$ cat src/rtl/tread_input_mapper.sv
// Merges PS/2 keys and per-player joysticks, debounces each 8-way
// direction, holds decaying diagonals and drives tread levels.
module tread_input_mapper #(
  parameter int PLAYERS   = 2,
  parameter int DEBOUNCE  = 16,
  parameter int DIAG_HOLD = 4096
) (
  input  logic                 clk_sys,
  input  logic                 reset,
  input  logic [10:0]          ps2_key,
  input  logic [PLAYERS*8-1:0] joy_in,
  input  logic [PLAYERS-1:0]   reverse_steer,
  output logic [PLAYERS-1:0]   tread_l_fw,
  output logic [PLAYERS-1:0]   tread_l_bk,
  output logic [PLAYERS-1:0]   tread_r_fw,
  output logic [PLAYERS-1:0]   tread_r_bk,
  output logic [PLAYERS-1:0]   fire,
  output logic                 start1,
  output logic                 start2,
  output logic                 coin
);

  localparam int CW = (DEBOUNCE > 1) ? $clog2(DEBOUNCE) : 1;
  localparam int TW = (DIAG_HOLD > 1) ? $clog2(DIAG_HOLD) : 1;
  localparam logic [CW-1:0] CNT_MAX = CW'(DEBOUNCE - 1);
  localparam logic [TW-1:0] TMR_MAX = TW'(DIAG_HOLD - 1);

  typedef enum logic {TRACK, HOLD} hold_e;

  function automatic logic is_diag(input logic [3:0] d);
    return (d[3] ^ d[2]) & (d[1] ^ d[0]);
  endfunction

  function automatic logic is_card_of(input logic [3:0] c,
                                      input logic [3:0] d);
    return (c != 4'd0) && ((c & (c - 4'd1)) == 4'd0)
           && ((c & d) == c);
  endfunction

  // eff = {up,down,left,right} -> {l_fw,l_bk,r_fw,r_bk}
  function automatic logic [3:0] tread_map(input logic [3:0] d,
                                           input logic       rs);
    logic [3:0] m;
    case (d)
      4'b1000: m = 4'b1010;
      4'b1010: m = 4'b0010;
      4'b1001: m = 4'b1000;
      4'b0001: m = 4'b1001;
      4'b0010: m = 4'b0110;
      4'b0100: m = 4'b0101;
      4'b0101: m = rs ? 4'b0001 : 4'b0100;
      4'b0110: m = rs ? 4'b0100 : 4'b0001;
      default: m = 4'b0000;
    endcase
    return m;
  endfunction

  logic       tog_q;
  logic [3:0] kdir [4];
  logic [3:0] kfire;
  logic       ks1;
  logic       ks2;
  logic       kcoin;
  logic       ps2_ev;
  logic       press;
  logic [8:0] code;

  assign ps2_ev = ps2_key[10] ^ tog_q;
  assign press  = ps2_key[9];
  assign code   = ps2_key[8:0];

  always_ff @(posedge clk_sys or posedge reset) begin
    if (reset) begin
      tog_q <= 1'b0;
      kdir  <= '{default: 4'd0};
      kfire <= 4'd0;
      ks1   <= 1'b0;
      ks2   <= 1'b0;
      kcoin <= 1'b0;
    end else begin
      tog_q <= ps2_key[10];
      if (ps2_ev) begin
        // arrows accept both plain and extended codes
        case (code[7:0])
          8'h75:   kdir[0][3] <= press;
          8'h72:   kdir[0][2] <= press;
          8'h6B:   kdir[0][1] <= press;
          8'h74:   kdir[0][0] <= press;
          default: ;
        endcase
        if (!code[8]) begin
          case (code[7:0])
            8'h14:   kfire[0]   <= press;
            8'h2D:   kdir[1][3] <= press;
            8'h2B:   kdir[1][2] <= press;
            8'h23:   kdir[1][1] <= press;
            8'h34:   kdir[1][0] <= press;
            8'h1C:   kfire[1]   <= press;
            8'h16,
            8'h05:   ks1        <= press;
            8'h1E,
            8'h06:   ks2        <= press;
            8'h2E,
            8'h36,
            8'h04:   kcoin      <= press;
            default: ;
          endcase
        end
      end
    end
  end

  logic s1_raw;
  logic s2_raw;
  logic coin_raw;

  always_comb begin
    s1_raw   = ks1;
    s2_raw   = ks2;
    coin_raw = kcoin;
    for (int p = 0; p < PLAYERS; p++) begin
      s1_raw   = s1_raw   | joy_in[p*8+5];
      s2_raw   = s2_raw   | joy_in[p*8+6];
      coin_raw = coin_raw | joy_in[p*8+7];
    end
  end

  always_ff @(posedge clk_sys or posedge reset) begin
    if (reset) begin
      start1 <= 1'b0;
      start2 <= 1'b0;
      coin   <= 1'b0;
    end else begin
      start1 <= s1_raw;
      start2 <= s2_raw;
      coin   <= coin_raw;
    end
  end

  for (genvar p = 0; p < PLAYERS; p++) begin : g_pl
    logic [3:0]    raw;
    logic [3:0]    smp;
    logic [3:0]    stb;
    logic [3:0]    prv;
    logic [3:0]    held;
    logic [3:0]    held_n;
    logic [3:0]    eff;
    logic [3:0]    trd;
    logic [CW-1:0] cnt;
    logic [TW-1:0] tmr;
    logic [TW-1:0] tmr_n;
    hold_e         st;
    hold_e         st_n;
    logic          fire_q;

    assign raw = kdir[p] | joy_in[p*8 +: 4];

    always_ff @(posedge clk_sys or posedge reset) begin
      if (reset) begin
        smp    <= 4'd0;
        cnt    <= '0;
        stb    <= 4'd0;
        prv    <= 4'd0;
        st     <= TRACK;
        held   <= 4'd0;
        tmr    <= '0;
        trd    <= 4'd0;
        fire_q <= 1'b0;
      end else begin
        smp <= raw;
        if (raw != smp) begin
          cnt <= '0;
        end else if (cnt != CNT_MAX) begin
          cnt <= cnt + 1'b1;
        end
        if (cnt == CNT_MAX && smp != stb) begin
          stb <= smp;
        end
        prv    <= stb;
        st     <= st_n;
        held   <= held_n;
        tmr    <= tmr_n;
        trd    <= tread_map(eff, reverse_steer[p]);
        fire_q <= kfire[p] | joy_in[p*8+4];
      end
    end

    // prv differs from stb only in the cycle right after a change
    always_comb begin
      st_n   = st;
      held_n = held;
      tmr_n  = tmr;
      eff    = stb;
      unique case (st)
        TRACK: begin
          if (is_diag(prv) && is_card_of(stb, prv)) begin
            st_n   = HOLD;
            held_n = prv;
            tmr_n  = TMR_MAX;
            eff    = prv;
          end
        end
        HOLD: begin
          if (stb == held) begin
            st_n = TRACK;
            eff  = held;
          end else if (stb != prv || tmr == '0) begin
            st_n = TRACK;
          end else begin
            tmr_n = tmr - 1'b1;
            eff   = held;
          end
        end
        default: st_n = TRACK;
      endcase
    end

    assign tread_l_fw[p] = trd[3];
    assign tread_l_bk[p] = trd[2];
    assign tread_r_fw[p] = trd[1];
    assign tread_r_bk[p] = trd[0];
    assign fire[p]       = fire_q;
  end

endmodule
$ cat config.mk
export PLATFORM = sky130hd
export DESIGN_NAME = tread_input_mapper
export DESIGN_NICKNAME = d
export VERILOG_FILES = /design/src/rtl/tread_input_mapper.sv
export SDC_FILE = /design/constraint.sdc
export NUM_CORES = 1
export LEC_CHECK = 0
export ABC_AREA = 1
export CORE_MARGIN = 5
export CORE_UTILIZATION = 58
export CTS_CLUSTER_DIAMETER = 80
export DETAILED_ROUTE_END_ITERATION = 16
export DONT_BUFFER_PORTS = 1
export PLACE_DENSITY = 0.82
export SETUP_SLACK_MARGIN = 0.05
export SLEW_MARGIN = 20
export SYNTH_ARGS = -nofsm -noshare
export SYNTH_HDL_FRONTEND = slang
export SYNTH_SLANG_ARGS = --single-unit
$ cat constraint.sdc
create_clock -name clk_sys -period 3.1 [get_ports clk_sys]
set_input_delay 0.775 -clock clk_sys [delete_from_list [all_inputs] [get_ports clk_sys]]
set_output_delay 0.775 -clock clk_sys [all_outputs]
set_load 0.02 [all_outputs]
==> results.txt, run 1 <==
----------------------------------------------------
[Run status]
  Result of the run ... complete, no violations

[CTS]
  Sinks on the clock net ... 93
  Later-pin clock latency in the skew report ... 0.36 ns
  CTS root buffer ... sky130_fd_sc_hd__clkbuf_8
  Clock transition at path regs ... around 0.090 ns
  TritonCTS Buffers ... 9
  Number of hold buffers added after CTS ... 0
  Clock tree from TritonCTS ... built
  Count of buffers added by post-CTS timing repair for setup ... 0
  Maximum clock path buffer count ... 2
  Resized Gates After CTS ... 0
  H-tree Lvls ... 3

[Synth]
  Most used standard cell by instance count after synthesis ... sky130_fd_sc_hd__nand2_1
  Top-area cell type share of the netlist area ... 0.438
  Synthesized net count ... 720
  Sequential fraction of the synthesis area ... 0.438
  Count of warnings emitted by yosys ... 0
  Most instantiated flip-flop cell in the synthesis netlist ... sky130_fd_sc_hd__dfrtp_1
  Dominant cell type by area after synthesis ... sky130_fd_sc_hd__dfrtp_1
  Synth Cell Area ... 5320 um^2
  Share of synthesized registers carrying an async set or reset ... 1.00
  Top cells by area in the synthesized netlist ... sky130_fd_sc_hd__dfrtp_1 44%, sky130_fd_sc_hd__nand2_1 12%, sky130_fd_sc_hd__nor2_1 5.8%
  #FFs+latches synth ... 93
  Unique cell type count in the Yosys netlist ... 44
  Commonest cells in the netlist ... 171 x sky130_fd_sc_hd__nand2_1, 93 x sky130_fd_sc_hd__dfrtp_1, 82 x sky130_fd_sc_hd__nor2_1
  Mapped Avg Cell Area ... 7.85 um^2
  Number of enable flip-flop cells after synthesis ... 0
  Cells after synthesis ... just under 700

[Power]
  Power per Cell Area ... 429 nW/um^2
  LEAKAGE ... just under 0.003 uW
  Worst-case vdd ir drop ... 296 uV

[STA]
  Final setup vio count ... 0
  Actual slew at the worst max-slew pin ... 0.737 ns
  Final number of hold-violating endpoints ... 0
  Pins over their slew limit ... 0
  Maximum clock skew at final layout ... ~0.0065 ns
  Unrepaired setup endpoints after global routing ... false
  Crit path time final ... 2.34 ns
  Timing-limited maximum frequency ... 427 MHz
  Remaining max-slew budget at the tightest pin ... 0.507
  Setup TNS Final ... 0 ns
  Period utilization ... 0.756

[Worst setup path]
  Worst setup slack for register-to-register paths ... about 0.76 ns
  Startpoint type of the worst setup path ... flip-flop
  Number of cell instances on the worst register-to-register path ... 8
  Largest fanout on the critical path ... 13
  Crit. Startpoint ... g_pl[1].stb[1]$_DFFE_PP0P_
  Crit path DAT ... around 2.6 ns
  Worst Path Required ... 3.34 ns
  Capture instance of the worst register-to-register path ... g_pl[1].tmr[8]$_DFFE_PP0P_
  Startpoint of the worst-slack reg-to-reg timing path ... g_pl[1].stb[1]$_DFFE_PP0P_
  Critical path capture point type ... flip-flop
  WS Path Type ... flip-flop to flip-flop

[Global routing]
  Largest net degree at the start of global routing ... 39
  Vias in the first global route ... 4279
  Met3 Track Usage GR ... 0.0472
  Total routing resource utilization after global routing ... 0.202
  Global-route wire length before repair ... around 19000 um
  Antenna violations before repair ... 1
  M2 GR Usage ... 0.348
  Grt total ovfl ... 0
  GRT met1 Usage ... 0.249
  Most utilized layer in the global route result ... met2

[Route]
  Total wirelength of the detailed-routed design ... between 10000 and 15000 um
  Vias per cell ... between 5 and 6
  DRC marker count from the first detailed-route iteration ... 226
  DRC Markers ... 0
  Detailed-routing iteration count for the pre-antenna-repair pass ... 5
  WL/cell ... 13.4 um
  Routed Antenna Nets ... 0
  DR vias ... 4283

[Place]
  Area of placed instances ... 5360 um^2
  Count of buffers from port buffering ... 0
  RePlAce Congestion ... 0.950
  Placed wire-length estimate after detailed placement ... 8060 um

[Cells and area]
  Final instance area ... 5640 um^2
  Count of nets after finishing ... 719
  Area growth from synthesis to layout ... 6.03%
  Fraction of layout instances using a drive strength above 1 ... 0.107
  Fraction of the core area covered by cells at the end of the flow ... 0.622

[Die]
  Overall die width ... 106 um
  Standard-cell rows ... 35
  Initial standard-cell utilization of the core ... 0.586
  Area of the die ... ~11000 um^2
  Die extent in y ... 106 um
  Top-level I/O count ... 44
  Core Area ... between 9000 and 10000 um^2

[Job]
  Maxcap violations ... 0

[Worst hold path]
  Hold Path Class ... input port to asynchronous set/reset pin

----------------------------------------------------
## layout make-up
cell class	instances	area (um^2)
clock buffers	9	124
multi-input cells	486	2540
fillers	768	3430
clock inverters	7	145
repair buffers	3	35.0
flip-flops and latches	93	2330
diodes	1	2.50
well taps	111	139
inverters	83	318
## how the worst max path moves through the flow
stage          slack [ns]                         end
2_1_floorplan        1.23              coin$_DFF_PP0_
3_3_place_gp         0.95  g_pl[1].tmr[8]$_DFFE_PP0P_
3_5_place_dp         0.75  g_pl[1].tmr[8]$_DFFE_PP0P_
4_1_cts              0.77  g_pl[1].tmr[8]$_DFFE_PP0P_
5_1_grt              0.55  g_pl[1].tmr[5]$_DFFE_PP0P_
6_report             0.76  g_pl[1].tmr[8]$_DFFE_PP0P_
## power breakdown
group / switching [uW] / internal, uW
clock: 435 / 623
sequential: 25.9 / 1240
combinational: 64.6 / 34.1
total: 525 / 1890
## sequential cells by signal, summed over array words and instances (netlist names), 2 cells and up
register and cells:
g_pl.trd 8, g_pl.smp 8, g_pl.tmr 24, g_pl.cnt 8, g_pl.st 2, kdir 8
g_pl.stb 8, g_pl.prv 8, g_pl.fire_q 2, kfire 2, g_pl.held 8
## cell usage in the layout, fill, tap and decap left out, types with 11 or more instances in the layout
cell | synthesis | final
sky130_fd_sc_hd__nand4_1 | 13 | 13
sky130_fd_sc_hd__nand3_1 | 51 | 51
sky130_fd_sc_hd__inv_2 | 11 | 11
sky130_fd_sc_hd__xnor2_1 | 18 | 18
sky130_fd_sc_hd__o21ai_0 | 29 | 29
sky130_fd_sc_hd__nor2_1 | 82 | 82
sky130_fd_sc_hd__nand2_2 | 13 | 13
sky130_fd_sc_hd__ha_1 | 12 | 12
sky130_fd_sc_hd__inv_1 | 71 | 70
sky130_fd_sc_hd__nand2_1 | 171 | 171
sky130_fd_sc_hd__dfrtp_1 | 93 | 93
sky130_fd_sc_hd__a21oi_1 | 17 | 17
sky130_fd_sc_hd__xor2_1 | 14 | 14
## cell families (layout without fill, tap and decap cells)
| logic type | Yosys count | in the layout | synth area share |
|---|---|---|---|
| AOI/OAI and AO/OA | 69 | 69 | 0.0742 |
| xor gates and xnor gates | 32 | 32 | 0.0527 |
| adders and majority gates | 12 | 12 | 0.0282 |
| buffers and inverters | 98 | 102 | 0.0833 |
| DFF | 93 | 93 | 0.438 |
| muxes | 1 | 1 | 0.00212 |
| other | 0 | 1 | 0 |
| and+or+nand+nor | 372 | 372 | 0.322 |
## critical path, stage by stage (launching register included)
cell                      delay (ns)
sky130_fd_sc_hd__dfrtp_1        0.50
sky130_fd_sc_hd__ha_1           0.35
sky130_fd_sc_hd__nand2_1        0.05
sky130_fd_sc_hd__nor2_1         0.34
sky130_fd_sc_hd__nand4_1        0.30
sky130_fd_sc_hd__nand2_2        0.28
sky130_fd_sc_hd__nand3_1        0.16
sky130_fd_sc_hd__o21ai_1        0.16
sky130_fd_sc_hd__nand3_1        0.08
## through the flow
stage	power [uW]	std cells	hold slack [ns]	worst slack (ns)
global route	2510	793	0.413	0.546
CTS	2430	792	0.417	0.768
detailed placement	1390	776	0.455	0.747
finish	2420	793	0.404	0.757
floorplan	1360	677	0.375	1.23
global placement	1380	776	0.452	0.954
## routing by layer
layer	part of all wire	vias to the layer above	routed length, um
met5	0	-	0
met4	0.018	0	191
met3	0.049	15	518
met2	0.48	106	5120
met1	0.45	1996	4770
li1	-	2166	-
Note: power is estimated with default switching activity, not from simulation.
==> inputs of run 2 (changes only) <==
clock period = 2.1 ns   (was 3.1 ns; I/O delays follow)
==> results.txt, run 2 (synthesis gave the netlist of run 1 again) <==
----------------------------------------------------
[Run status]
  Result of the run ... complete, no violations

[CTS]
  TritonCTS Buffers ... 9 (unchanged)
  Sinks on the clock net ... 93 (unchanged)
  CTS root buffer ... sky130_fd_sc_hd__clkbuf_8
  Later-pin clock latency in the skew report ... 0.37 ns (about the same)
  Clock tree from TritonCTS ... built
  H-tree Lvls ... 3 (unchanged)
  Clock transition at path regs ... 0.09 ns (about the same)
  Number of hold buffers added after CTS ... 0 (unchanged)
  Maximum clock path buffer count ... 2 (unchanged)

[Worst setup path]
  Worst Path Required ... 2.35 ns (-0.99 ns)
  Startpoint type of the worst setup path ... flip-flop
  Worst path max stage delay ... 0.41 ns (-0.09 ns)
  Capture instance of the worst register-to-register path ... g_pl[0].tmr[9]$_DFFE_PP0P_
  Startpoint of the worst-slack reg-to-reg timing path ... g_pl[0].prv[2]$_DFF_PP0_
  Worst setup slack for register-to-register paths ... 0.07 ns (-0.69 ns)
  Number of cell instances on the worst register-to-register path ... 14 (+6)
  Critical path capture point type ... flip-flop
  Largest fanout on the critical path ... 9 (-4)
  Library cell contributing the largest single delay on the critical path ... sky130_fd_sc_hd__dfrtp_1
  WS Path Type ... flip-flop to flip-flop
  Crit path DAT ... 2.28 ns (-0.30 ns)
  Crit-path cells ... inv_2, ha_1, nor2_1, nand2_2, nor2_4, nand3_4, nor2_8, inv_4, nand2_4, nand2_2, nor2_4, nand3_1, nand2_1, nand3_1

[Die]
  Core Area ... 9060 um^2 (unchanged)
  Standard-cell rows ... 35 (unchanged)
  Top-level I/O count ... 44 (unchanged)
  Die extent in y ... 106 um (unchanged)
  Area of the die ... 11200 um^2 (unchanged)
  Initial standard-cell utilization of the core ... 0.586 (unchanged)
  Overall die width ... 106 um (unchanged)

[Power]
  Power per Cell Area ... 541 nW/um^2 (+26%)
  Internal power consumption ... 2440 uW (+29%)
  Proportion of total power due to net switching ... 0.248 (+0.0306)
  Share of total power in sequential cells ... 0.574 (+0.052)
  Switching component of the power ... 805 uW (+53%)
  Clock Power Share ... 0.380 (-0.057)
  Worst-case vdd ir drop ... 414 uV (+40%)
  Part of the total power dissipated in combinational logic ... 0.045 (+0.004)
  LEAKAGE ... 0.00311 uW (+5.7%)

[STA]
  Timing-limited maximum frequency ... 492 MHz (+15%)
  Setup TNS Final ... 0 ns (unchanged)
  Period utilization ... 0.968 (+0.212)
  Remaining max-slew budget at the tightest pin ... 0.608 (+0.100)
  Actual slew at the worst max-slew pin ... 0.587 ns (-0.150 ns)
  Pins over their slew limit ... 0 (unchanged)
  Maximum clock skew at final layout ... 0.0140 ns (+0.00752 ns)
  Crit path time final ... 2.03 ns (-0.311 ns)
  Final setup vio count ... 0 (unchanged)
  Final number of hold-violating endpoints ... 0 (unchanged)
  Unrepaired setup endpoints after global routing ... true

[Job]
  Maxcap violations ... 0 (unchanged)

[Cells and area]
  Number of flip-flops in the largest register ... 24 (unchanged)
  Fraction of layout instances using a drive strength above 1 ... 0.199 (+0.0914)
  Count of nets after finishing ... 753 (+4.7%)
  Commonest non-fill, non-tap cell in the layout ... sky130_fd_sc_hd__nand2_1
  Leading cell types in the layout, fill and taps excluded ... 160 x sky130_fd_sc_hd__nand2_1, 93 x sky130_fd_sc_hd__dfrtp_1, 71 x sky130_fd_sc_hd__nor2_1
  Largest register by flop count ... g_pl.tmr
  Fraction of the core area covered by cells at the end of the flow ... 0.663 (+0.0410)
  Diode insertion count for antenna repair ... 0 (-1)
  Area growth from synthesis to layout ... 13.0%

[Global routing]
  Antenna violations before repair ... 0 (-1)
  Grt total ovfl ... 0 (unchanged)
  Largest net degree at the start of global routing ... 37 (-5.1%)
  Global-route wire length before repair ... 19400 um (+4.0%)
  Total routing resource utilization after global routing ... 0.211 (+0.00870)
  Vias in the first global route ... 4300 (+0.49%)

[Route]
  Vias per cell ... 5.47 (+1.3%)
  DRC Markers ... 0 (unchanged)
  Total wirelength of the detailed-routed design ... 11800 um (+11%)
  Detailed-routing iteration count for the pre-antenna-repair pass ... 5 (unchanged)
  DRC marker count from the first detailed-route iteration ... 213 (-5.8%)
  DR vias ... 4520 (+5.5%)
  WL/cell ... 14.3 um (+7.0%)
  Routed Antenna Nets ... 0 (unchanged)

[Place]
  Placed wire-length estimate after detailed placement ... 8290 um (+2.9%)
  RePlAce Congestion ... 0.906 (-4.6%)
  Count of buffers from port buffering ... 0 (unchanged)

[Worst hold path]
  Hold Path Class ... input port to asynchronous set/reset pin

----------------------------------------------------
==> run 2: cell types whose count changed in the layout (fill, tap and decap cells not counted), moves of 2 or more <==
cell and change:
sky130_fd_sc_hd__buf_4 +32, sky130_fd_sc_hd__bufinv_16 -3, sky130_fd_sc_hd__nor2_1 -11, sky130_fd_sc_hd__nand3_1 -5, sky130_fd_sc_hd__inv_2 +5, sky130_fd_sc_hd__nor2_2 +5
sky130_fd_sc_hd__ha_1 -2, sky130_fd_sc_hd__nand2_1 -11, sky130_fd_sc_hd__ha_2 +2, sky130_fd_sc_hd__nand2_2 +10, sky130_fd_sc_hd__nor2_4 +6, sky130_fd_sc_hd__nand3_4 +6
sky130_fd_sc_hd__inv_1 -6
==> run 2: what timing repair did <==
action,CTS,global route
endpoints found under the setup margin,3,18
buffers inserted,3,18
pin swaps,0,19
resized for setup,2,48
==> run 2: stage by stage <==
step	worst slack [ns]	total power (uW)	instances	cell area (um^2)	hold slack, ns
after detailed placement	0.0361	2050	789	5470	0.456
after CTS	0.0455	3260	808	5700	0.0965
after global routing	-0.0445	3370	826	6010	0.120
after global placement	0.121	2040	789	5470	0.452
after floorplan	0.254	2010	677	5320	0.375
final	0.0682	3250	826	6010	0.0813
==> run 2: how the worst max path moves through the flow <==
stage,slack [ns],endpoint,depth (start not counted),startpoint
2_1_floorplan,0.25,g_pl[0].tmr[4]$_DFFE_PP0P_,12,g_pl[0].prv[1]$_DFF_PP0_
3_3_place_gp,0.12,g_pl[1].trd[2]$_DFF_PP0_,15,g_pl[1].tmr[0]$_DFFE_PP0P_
3_5_place_dp,0.04,g_pl[0].tmr[9]$_DFFE_PP0P_,14,g_pl[0].prv[1]$_DFF_PP0_
4_1_cts,0.05,g_pl[0].tmr[9]$_DFFE_PP0P_,14,g_pl[0].prv[2]$_DFF_PP0_
5_1_grt,-0.04,g_pl[0].trd[2]$_DFF_PP0_,16,g_pl[0].prv[2]$_DFF_PP0_
6_report,0.07,g_pl[0].tmr[9]$_DFFE_PP0P_,14,g_pl[0].prv[2]$_DFF_PP0_
==> run 2: per-layer routing <==
metal / vias to the layer above / track usage / share of wire
met5: - / 0 / 0
met4: 0 / 0.0648 / 0.019
met3: 24 / 0.0539 / 0.058
met2: 133 / 0.357 / 0.51
met1: 2143 / 0.266 / 0.41
li1: 2220 / - / -
==> run 2: cell type report <==
| type | instances | area (um^2) |
|---|---|---|
| clock inverters | 6 | 71.3 |
| clock buffers | 10 | 128 |
| fillers | 714 | 3060 |
| multi-input cells | 486 | 2710 |
| inverters | 83 | 322 |
| flip-flops and latches | 93 | 2330 |
| repair buffers | 37 | 307 |
| well taps | 111 | 139 |
==> run 2: power by group through the flow <==
| stage | Sequential, uW | Clock, uW | Combinational (uW) |
|---|---|---|---|
| 2_1_floorplan | 1890 | 0 | 119 |
| 3_3_place_gp | 1900 | 0 | 145 |
| 3_5_place_dp | 1900 | 0 | 153 |
| 4_1_cts | 1860 | 1240 | 152 |
| 5_1_grt | 1870 | 1330 | 172 |
| 6_report | 1860 | 1240 | 148 |
==> run 2: critical path: cells and delay by family (launching register included) <==
| kind | cells | cell delay (ns) |
|---|---|---|
| simple gates | 11 | 1.18 |
| flops | 1 | 0.41 |
| fa+ha+maj | 1 | 0.17 |
| buf+inv | 2 | 0.13 |
